## src/rtl/genome_mutator_pkg.sv

```systemverilog
// Shared types for the GA mutation stage.
//   state_e : FSM encoding of genome_mutator (3-bit)
//   RNG_W   : width of a random draw from the byte generator
package genome_mutator_pkg;
  localparam int RNG_W = 8;

  typedef enum logic [2:0] {
    S_IDLE   = 3'd0,
    S_REQ_P  = 3'd1,
    S_WAIT_P = 3'd2,
    S_REQ_V  = 3'd3,
    S_WAIT_V = 3'd4,
    S_NEXT   = 3'd5,
    S_OUT    = 3'd6
  } state_e;
endpackage

```

## src/rtl/genome_mutator_replace.sv

```systemverilog
// gene_replace: combinational replacement value for one gene.
//   old_gene : gene currently stored
//   rnd      : random byte; low GENE_W bits are the candidate
//   new_gene : candidate, with LSB flipped if it equals old_gene, so a
//              mutation never leaves the gene unchanged
module gene_replace
  import genome_mutator_pkg::*;
#(
  parameter int GENE_W = 4
) (
  input  logic [GENE_W-1:0] old_gene,
  input  logic [RNG_W-1:0]  rnd,
  output logic [GENE_W-1:0] new_gene
);
  logic [GENE_W-1:0] cand;

  assign cand     = rnd[GENE_W-1:0];
  assign new_gene = (cand == old_gene) ? (cand ^ GENE_W'(1)) : cand;
endmodule

```

## src/rtl/genome_mutator.sv

```systemverilog
// genome_mutator: mutation stage of the GA datapath.
// Takes one genome, draws one random byte per gene; a draw below mut_rate
// triggers a second draw that replaces the gene. Emits the mutated genome
// and the number of replaced genes.
//   clk, rst_n              clock, async active-low reset
//   in_valid/in_ready       genome handshake (ready only in IDLE)
//   in_genome, mut_rate     parent genome, threshold (sampled on accept)
//   rng_start               one-cycle request for a random byte
//   rng_value, rng_done     random byte, one-cycle completion pulse
//   out_valid/out_ready     result handshake
//   out_genome, out_mut_count  mutated genome, replaced-gene count
module genome_mutator
  import genome_mutator_pkg::*;
#(
  parameter int GENE_W    = 4,
  parameter int NUM_GENES = 8,
  parameter int CNT_W     = 4
) (
  input  logic                        clk,
  input  logic                        rst_n,
  input  logic                        in_valid,
  output logic                        in_ready,
  input  logic [GENE_W*NUM_GENES-1:0] in_genome,
  input  logic [RNG_W-1:0]            mut_rate,
  output logic                        rng_start,
  input  logic [RNG_W-1:0]            rng_value,
  input  logic                        rng_done,
  output logic                        out_valid,
  input  logic                        out_ready,
  output logic [GENE_W*NUM_GENES-1:0] out_genome,
  output logic [CNT_W-1:0]            out_mut_count
);
  localparam int GW    = GENE_W * NUM_GENES;
  localparam int IDX_W = (NUM_GENES > 1) ? $clog2(NUM_GENES) : 1;
  localparam logic [IDX_W-1:0] LAST = IDX_W'(NUM_GENES - 1);

  state_e            state, nxt;
  logic [GW-1:0]     gen_q;
  logic [RNG_W-1:0]  rate_q;
  logic [IDX_W-1:0]  idx;
  logic [CNT_W-1:0]  cnt;
  logic [GENE_W-1:0] old_gene, new_gene;

  assign old_gene = gen_q[idx*GENE_W +: GENE_W];

  gene_replace #(.GENE_W(GENE_W)) u_replace (
    .old_gene (old_gene),
    .rnd      (rng_value),
    .new_gene (new_gene)
  );

  always_ff @(posedge clk or negedge rst_n)
    if (!rst_n) state <= S_IDLE;
    else        state <= nxt;

  // rng_done is only looked at in the WAIT states; stray pulses elsewhere fall through.
  always_comb begin
    nxt       = state;
    rng_start = 1'b0;
    in_ready  = 1'b0;
    out_valid = 1'b0;
    case (state)
      S_IDLE: begin
        in_ready = rst_n;
        if (in_valid) nxt = S_REQ_P;
      end
      S_REQ_P:  begin rng_start = 1'b1; nxt = S_WAIT_P; end
      S_WAIT_P: if (rng_done) nxt = (rng_value < rate_q) ? S_REQ_V : S_NEXT;
      S_REQ_V:  begin rng_start = 1'b1; nxt = S_WAIT_V; end
      S_WAIT_V: if (rng_done) nxt = S_NEXT;
      S_NEXT:   nxt = (idx == LAST) ? S_OUT : S_REQ_P;
      S_OUT: begin
        out_valid = 1'b1;
        if (out_ready) nxt = S_IDLE;
      end
      default:  nxt = S_IDLE;
    endcase
  end

  always_ff @(posedge clk or negedge rst_n)
    if (!rst_n) begin
      gen_q         <= '0;
      rate_q        <= '0;
      idx           <= '0;
      cnt           <= '0;
      out_genome    <= '0;
      out_mut_count <= '0;
    end else begin
      case (state)
        S_IDLE: if (in_valid) begin
          gen_q  <= in_genome;
          rate_q <= mut_rate;
          idx    <= '0;
          cnt    <= '0;
        end
        S_WAIT_V: if (rng_done) begin
          gen_q[idx*GENE_W +: GENE_W] <= new_gene;
          cnt                         <= cnt + CNT_W'(1);
        end
        // Result registers load once on entry to OUT and hold until the next genome finishes.
        S_NEXT: if (idx == LAST) begin
          out_genome    <= gen_q;
          out_mut_count <= cnt;
        end else begin
          idx <= idx + IDX_W'(1);
        end
        default: ;
      endcase
    end
endmodule

```

## config.mk

```make
export PLATFORM = sky130hd
export DESIGN_NAME = genome_mutator
export DESIGN_NICKNAME = d
export VERILOG_FILES = /design/src/rtl/genome_mutator_pkg.sv /design/src/rtl/genome_mutator_replace.sv /design/src/rtl/genome_mutator.sv
export SDC_FILE = /design/constraint.sdc
export NUM_CORES = 1
export LEC_CHECK = 0
export ABC_AREA = 1
export CAP_MARGIN = 15
export CORE_MARGIN = 4
export CORE_UTILIZATION = 35
export CTS_CLUSTER_DIAMETER = 100
export DETAILED_ROUTE_END_ITERATION = 6
export MAX_ROUTING_LAYER = met4
export SKIP_CTS_REPAIR_TIMING = 1
export SLEW_MARGIN = 20
export SYNTH_ARGS = -nofsm -noshare
export SYNTH_HDL_FRONTEND = slang
export SYNTH_SLANG_ARGS = --single-unit
```

## constraint.sdc

```tcl
create_clock -name clk -period 2.3 [get_ports clk]
set_input_delay 0.46 -clock clk [delete_from_list [all_inputs] [get_ports clk]]
set_output_delay 0.46 -clock clk [all_outputs]
set_load 0.01 [all_outputs]
```

# Yosys cells after proc, flatten, opt, wreduce, memory -nomap -nowiden
# Index checks and enable logic that the tools add are counted.
# word_totals
reg_bits	86
wordCells	58
in_bits	53
# op_classes
bitwise	1
n_addsub	3
n_eq_ne	13
n_reduce_logical	9
magnitude_cmp	1
shifts	3
n_mux	21
# op_table
operator	n
$mux W32	2
$pmux W32 S2	1
$neg A5 Y34	1
$shift A4 B34 Y32 const A	1
$shiftx A4 B34 Y32	1
$bwmux W32	1
$shiftx A32 B6 Y4	1
$mux W3	8
$pmux W3 S7	1
$eq A3 B3 Y1 const B	4
$ne A2 B2 Y1 const B	5
$lt A8 B8 Y1	1
$mux W4	2
$pmux W4 S2	1
$eq A3 B2 Y1 const B	2
$pmux W3 S2	1
$reduce_and A3 Y1	2
$add A4 B1 Y4 const B	1
$eq A4 B4 Y1	1
$mux W1	4
$reduce_and A2 Y1	2
$reduce_and A4 Y1	1
$reduce_bool A2 Y1	2
$add A3 B1 Y3 const B	1
4 further kinds	4

# Logic depth before layout (Yosys ltp)
# Gate-level depths: netlist (run 1).
# logic_depth
ltp_word	7
mapped_depth	16

# Cells and area by module
# From an unflattened synthesis (run 1), not the netlist that was laid out.
# unflattened
hier_cells	585
hier_area_um2	4770.8
# by_module_without_submodules
mod	cells_per_inst	seq_area_each_um2	area_per_inst_um2	n_inst
genome_mutator	556	2152.1	4647.0	1
gene_replace	29	0.0	123.9	1

# Worst setup path after synthesis (run 1)
# Ideal clock, no wire load.
# synth_path
path_kind	register to register
startpoint	register idx[0]
endpoint	register gen_q[8]
setup_ns	0.122
path_buffers	1
period_less_slack_ns	2.079
stages_incl_launch_ff	11
required_time_ns	2.178
path_slack_ns	0.221
arrival_time_ns	1.957
cell_sequence	dfrtp_1 -> inv_2 -> buf_6 -> ha_1 -> ha_1 -> inv_1 -> nor3_1 -> inv_1 -> a21oi_2 -> a21boi_1 -> a21oi_1
# synth_between
elab_chain_cells	7
elab_cells_between_ends	9
cone_classes	1 x add/sub; 1 x eq/ne; 3 x shift; 4 x mux
# synth_lines
item	line_no	rtl
start: declaration	genome_mutator.sv:40	logic [IDX_W-1:0] idx;
start signal: assignment	genome_mutator.sv:105	idx <= idx + IDX_W'(1);
$shiftx A32 B6 Y4	genome_mutator.sv:44	assign old_gene = gen_q[idx*GENE_W +: GENE_W];
$eq A4 B4 Y1	genome_mutator_replace.sv:18	assign new_gene = (cand == old_gene) ? (cand ^ GENE_W'(1)) : cand;
$mux W1	genome_mutator_replace.sv:18	
$shiftx A4 B34 Y32	genome_mutator.sv:97	gen_q[idx*GENE_W +: GENE_W] <= new_gene;
$bwmux W32 *	genome_mutator.sv:97	
$mux W32 *	genome_mutator.sv:96	S_WAIT_V: if (rng_done) begin
$pmux W32 S2 *	genome_mutator.sv:89	case (state)
end signal: assignment	genome_mutator.sv:91	gen_q <= in_genome;
end signal: indexed assignment	genome_mutator.sv:97	
end: declaration	genome_mutator.sv:38	logic [GW-1:0] gen_q;
# Every way passes the cells marked *; elsewhere a longest branch is shown, timed or not. The select of a mux whose other input is x is not followed.
# A chain may end at the register's enable or synchronous reset.

# Worst setup path after layout (run 1)
# layout_path
startpoint	register state[0]
endpoint	output in_ready
# layout_between
elab_chain_cells	2
# layout_lines
item	line_no	rtl
start: declaration	genome_mutator.sv:37	state_e state, nxt;
start signal: assignment	genome_mutator.sv:54	else state <= nxt;
$logic_not A3 Y1	genome_mutator.sv:62	case (state)
$mux W1	genome_mutator.sv:62	
end: declaration	genome_mutator.sv:22	output logic in_ready,
# No other way between the ends.

==> summary.md, run 1 <==
| Metric | Value |
|---|---|
| First-pass GRT wire length | 22,000 um |
| Rows | 41 |
| Largest net degree at the start of global routing | 54 |
| Largest fanout on the critical path | 6 |
| Fmax | 453 MHz |
| Mapped Area | 4550 um^2 |
| Wirelength per Cell | 15.7 um |
| Most common cell in the netlist | nand2_1 |
| Syn-to-layout area delta | 34.2% |
| Port bufs | 91 |
| Register area | 2150 um^2 |
| Largest area contributor in the netlist | dfrtp_1 |
| P_leak | 2.88 nW |
| Setup TNS | 0 ns |
| Flops & latches, synth | 86 |
| Fin crit share | 96.0% |
| Post-synth EDFFs | 0 |
| Chip width | 122 um |
| Worst EP arrival | 1.75 ns |
| Die area | 14,900 um^2 |
| Root buf cell | clkbuf_16 |
| RSZ-0062 raised after global routing | true |
| Initial antenna violation count | 0 |
| YS warnings | 0 |
| Outcome | finished clean |
| GPL Wtd Cong | 0.994 |
| Share of async-settable or async-resettable flops after synthesis | 100% |
| Final setup viols | 0 |
| Fill cell count | 1,272 |
| # diodes | 0 |
| Clk Latency, worst-skew pair | 0.35 ns |
| CTS buffer count | 9 |
| Initial DRC count | 353 |
| WL final | 13,800 um |
| Area contributors post-synth | dfrtp_1, nand2_1, o21ai_0, inv_1, nand3_1 |
| Max-cap viol count | 0 |
| Crit path top cell by count | nor2_1 |
| Drt drc | 0 |
| Worst-path clk slew | 0.07 ns |
| CP Cell Sequence | nor2_1 -> nand2_1 -> nor2_1 -> clkdlybuf4s50_1 |
| CTS tree | done |
| Pre-antenna DRT Iters | 7 |
| Ys flop type | dfrtp_1 |
| Initial Util | 35.9% |
| Cell variety after synth | 32 |
| # clock sinks | 86 |
| Sequential area share after synthesis | 47.3% |
| HPWL Detailed | 10,800 um |
| Vias in the first global route | 4,229 |
| Post-synthesis cell count | 595 |
| Final hold violations | 0 |
| GRT Util Overall | 20.0% |
| Area of the multi-input gates | 1980 um^2 |
| Actual slew at the worst max-slew pin | 0.726 ns |
| Syn Area/Cell | 7.65 um^2 |
| Worst clock skew | 0.0107 ns |
| Worst VDD drop | 0.424 mV |
| Core ar. | 12,700 um^2 |
| Vias per inst | 4.83 |
| Tot Pwr | 7.49 mW |
| Synth top area share | 47.3% |
| Critical path's largest stage delay | 0.54 ns |
| Worst Path Required | 1.84 ns |
| Worst Setup Path Type | reg2out |
| Setup crit start kind | flop |
| Crit path capture type | output pin |
| Most instantiated cells after synthesis | nand2_1, o21ai_0, dfrtp_1 |
| Final ANT Viol Nets | 0 |
| Syn Nets | 660 |
| Fin crit period | 2.21 ns |
| Hold WC Path Type | in2async |
| CTS H-tree depth | 3 |
| Placed cells | 863 |
| Grt ovf | 0 |
| Rel. slew slack | 51.6% |
| PD cells | 1230 nW/um^2 |
| Ratio of cells with drive above 1 in the final layout | 8.63% |
| Max Root-Sink Buffers | 2 |
| Max-slew violation count | 0 |
| Layout net count | 767 |
| Slowest stage cell, crit path | clkdlybuf4s50_1 |
| I/O pin cnt | 92 |
| Final instance count without filler cells | 879 |
| Die H | 122 um |
| Vias | 4,248 |
## critical path: cells and delay by family, from the launching register on
kind                   cells  cell delay (ns)
DFF                        1             0.43
and+or+nand+nor            3             0.43
buffers and inverters      1             0.54
## cell families (layout without fill, tap and decap cells)
| group | count (synthesis) | in the layout | synth area share (%) |
|---|---|---|---|
| AND/OR/NAND/NOR | 261 | 261 | 24.2 |
| flip-flops | 86 | 86 | 47.3 |
| AO/OA/AOI/OAI | 133 | 133 | 15.8 |
| buffers and inverters | 102 | 214 | 9.21 |
| XOR/XNOR | 1 | 1 | 0.193 |
| adder cells (fa/ha/maj) | 12 | 12 | 3.30 |
## routing by layer
metal	up-vias	global-route usage, %	part of all wire (%)
li1	2124	-	-
met5	-	-	0
met2	111	32.1	48
met3	15	2.65	4.0
met4	0	7.63	2.2
met1	1998	25.8	46
## placed cells by master, fill, tap and decap left out, types with 2 or more instances in the layout
master           instances
a22oi_1                  6
buf_4                   23
o211ai_1                 5
bufinv_16                3
nand2_2                  4
nor2_2                   4
a21oi_1                 21
ha_1                    12
a21oi_2                  2
o21ai_1                  5
inv_2                    4
nand2_1                171
clkbuf_16                9
nor2_4                   3
nor2_1                  32
a21boi_1                 2
nand3_1                 35
nor4_1                   2
inv_1                   80
clkdlybuf4s50_1         90
nor3_1                   6
o21ai_0                 87
nand3_2                  2
dfrtp_1                 86
## power by group
part	internal [mW]	switching [mW]	total (mW)
clock network	1.09	0.608	1.70
registers	2.07	0.299	2.37
logic	1.31	2.11	3.42
## flip-flops by register name, summed over array words and instances, names as in the netlist
signal         cells
cnt                4
state              3
rate_q             8
idx                3
out_genome        32
out_mut_count      4
gen_q             32
## area by class of cell
cell class | count | share of cell area [%]
Multi-Input combinational cell | 407 | 32.5
Timing Repair Buffer | 114 | 17.9
Clock buffer | 11 | 3.97
Tap cell | 172 | 3.52
Inverter | 84 | 5.16
Clock inverter | 5 | 1.74
Sequential cell | 86 | 35.2
## path summary, 6_finish.rpt
check                                 startpoint          endpoint  slack [ns]  cells past startpoint
worst max-delay path                    state[0]          in_ready        0.09                      4
worst min-delay path                       rst_n         gen_q[15]        0.30                      2
worst max register to register            idx[0]         gen_q[20]        0.25                     10
worst min register to register  out_mut_count[2]  out_mut_count[2]        0.47                      2
max in group asynchronous                  rst_n            cnt[0]        1.07                      3
min in group clk                out_mut_count[2]  out_mut_count[2]        0.47                      2
## stage by stage
step           worst slack [ns]  area, um^2  hold WS (ns)  util, %
4_1_cts                  0.0766        6100         0.331     48.2
3_3_place_gp             0.0695        5760         0.454     45.4
5_1_grt                -0.00208        6110         0.358     48.2
2_1_floorplan             0.221        4550         0.164        -
6_report                 0.0912        6110         0.302     48.2
3_5_place_dp             0.0795        5760         0.458     45.4
No activity file was read; power rests on OpenSTA's default activity.
==> inputs of run 2 (changes only) <==
--- a/config.mk
+++ b/config.mk
@@ -12,6 +12,7 @@
 export CTS_CLUSTER_DIAMETER = 100
 export DETAILED_ROUTE_END_ITERATION = 6
 export MAX_ROUTING_LAYER = met4
+export PLACE_DENSITY = 0.61
 export SKIP_CTS_REPAIR_TIMING = 1
 export SLEW_MARGIN = 20
 export SYNTH_ARGS = -nofsm -noshare
==> summary.md, run 2 (same netlist as run 1, synthesis figures left out) <==
| Metric | Value |
|---|---|
| Commonest non-fill, non-tap cell in the layout | nand2_1 |
| Fmax | 464 MHz (+2.4%) |
| Outcome | finished clean |
| Wirelength per Cell | 15.0 um (-4.5%) |
| Die area | 14,900 um^2 (unchanged) |
| CTS H-tree depth | 3 (unchanged) |
| Design Area, Final | 6070 um^2 (-0.61%) |
| WL final | 13,100 um (-5.0%) |
| Hold WC Path Type | in2async |
| Worst VDD drop | 0.394 mV (-7.0%) |
| GRT Util Overall | 19.0% (-1.0 points) |
| Core ar. | 12,700 um^2 (unchanged) |
| Setup ws final | 0.144 ns (+0.0524 ns) |
| Root buf cell | clkbuf_16 |
| I/O pin cnt | 92 (unchanged) |
| Pre-antenna DRT Iters | 5 (-2) |
| Fin crit period | 2.16 ns (-0.0524 ns) |
| Largest net degree at the start of global routing | 51 (-5.6%) |
| HPWL Detailed | 10,400 um (-4.3%) |
| Max-cap viol count | 0 (unchanged) |
| Initial Util | 35.9% (unchanged) |
| Crit path capture type | output pin |
| CTS tree | done |
| Final hold violations | 0 (unchanged) |
| Clk Latency, worst-skew pair | 0.34 ns (about the same) |
| Vias in the first global route | 4,170 (-1.4%) |
| Chip width | 122 um (unchanged) |
| P_leak | 2.86 nW (-0.75%) |
| First-pass GRT wire length | 21,200 um (-3.4%) |
| Grt ovf | 0 (unchanged) |
| Worst-path clk slew | 0.06 ns (about the same) |
| CTS buffer count | 9 (unchanged) |
| Largest fanout on the critical path | 6 (unchanged) |
| Actual slew at the worst max-slew pin | 0.631 ns (-0.0956 ns) |
| Setup TNS | 0 ns (unchanged) |
| Ratio of cells with drive above 1 in the final layout | 8.12% (-0.51 points) |
| Port bufs | 91 (unchanged) |
| Syn-to-layout area delta | 33.4% |
| # clock sinks | 86 (unchanged) |
| R2R Setup Slk | 0.24 ns (about the same) |
| Pre-CTS setup slack | 0.120 ns (+0.0405 ns) |
| Finished Core Util | 47.9% (-0.30 points) |
| Vias | 4,166 (-1.9%) |
| Drt drc | 0 (unchanged) |
| Worst Setup Path Type | reg2out |
| Max Root-Sink Buffers | 2 (unchanged) |
| Register area | 2150 um^2 (unchanged) |
| Area of the multi-input gates | 1990 um^2 (+0.19%) |
| Max-slew violation count | 0 (unchanged) |
| Rows | 41 (unchanged) |
| Fin crit share | 93.8% (-2.3 points) |
| PD cells | 1210 nW/um^2 (-1.5%) |
| Rel. slew slack | 58.0% (+6.4 points) |
| Placement Cell Area | 5730 um^2 (-0.52%) |
| Worst clock skew | 0.00710 ns (-0.00364 ns) |
| # diodes | 0 (unchanged) |
| Fill cell count | 1,277 (+0.39%) |
| Die H | 122 um (unchanged) |
| R2R Path End | gen_q[5] |
| Initial antenna violation count | 0 (unchanged) |
| Most frequent cells in the layout | nand2_1, clkdlybuf4s50_1, dfrtp_1, o21ai_0, inv_1 |
| R2R Path Start | idx[0] |
| Setup crit start kind | flop |
| Largest regs | gen_q x32, out_genome x32, rate_q x8 |
| Layout net count | 763 (-0.52%) |
| Reg2reg path depth | 12 (+2) |
| GPL Wtd Cong | 0.934 (-6.1%) |
| Final ANT Viol Nets | 0 (unchanged) |
| Final setup viols | 0 (unchanged) |
| Vias per inst | 4.77 (-1.4%) |
| RSZ-0062 raised after global routing | false |
| Hold Slack | 0.234 ns (-0.0685 ns) |
| Worst Path Required | 1.84 ns (about the same) |
| Initial DRC count | 248 (-30%) |
| Worst EP arrival | 1.70 ns (-0.05 ns) |
## run 2: power by group
part | total (mW) | internal [mW] | switching, mW | leakage, nW
clock network | 1.67 | 1.08 | 0.585 | 0.166
logic | 3.29 | 1.28 | 2.01 | 1.59
registers | 2.38 | 2.07 | 0.307 | 1.11
## run 2: worst max path at each step
stage	startpoint	depth (start not counted)	to
finish	state[0]	4	in_ready
floorplan	idx[0]	10	gen_q[8]
global route	idx[0]	12	gen_q[4]
detailed placement	rng_done	8	gen_q[2]
CTS	state[0]	4	in_ready
global placement	rng_value[3]	12	gen_q[4]
## run 2: final cells by class
cell class / instances / area share (%)
Sequential cell: 86 / 35.4
Tap cell: 172 / 3.54
Clock buffer: 11 / 4.00
Multi-Input combinational cell: 407 / 32.7
Timing Repair Buffer: 110 / 17.5
Inverter: 84 / 5.19
Clock inverter: 4 / 1.57
## run 2: worst max-delay path: stages, from the launching register on
cell,delay (ns)
dfrtp_1,0.43
nor2_2,0.14
nand2_1,0.13
nor2_1,0.12
clkdlybuf4s50_1,0.54
## run 2: per-layer routing
metal  track usage (%)  up-vias  part of all wire [%]
met5                 -        -                     0
met4              5.25        0                   1.4
met3              2.97       12                   4.0
met2              30.6       92                    47
met1              25.0     1937                    47
li1                  -     2125                     -
## run 2: stage by stage
stage	power (mW)	std cells
floorplan	4.37	595
global placement	5.63	859
detailed placement	5.69	859
CTS	7.37	874
global route	7.93	874
finish	7.33	874
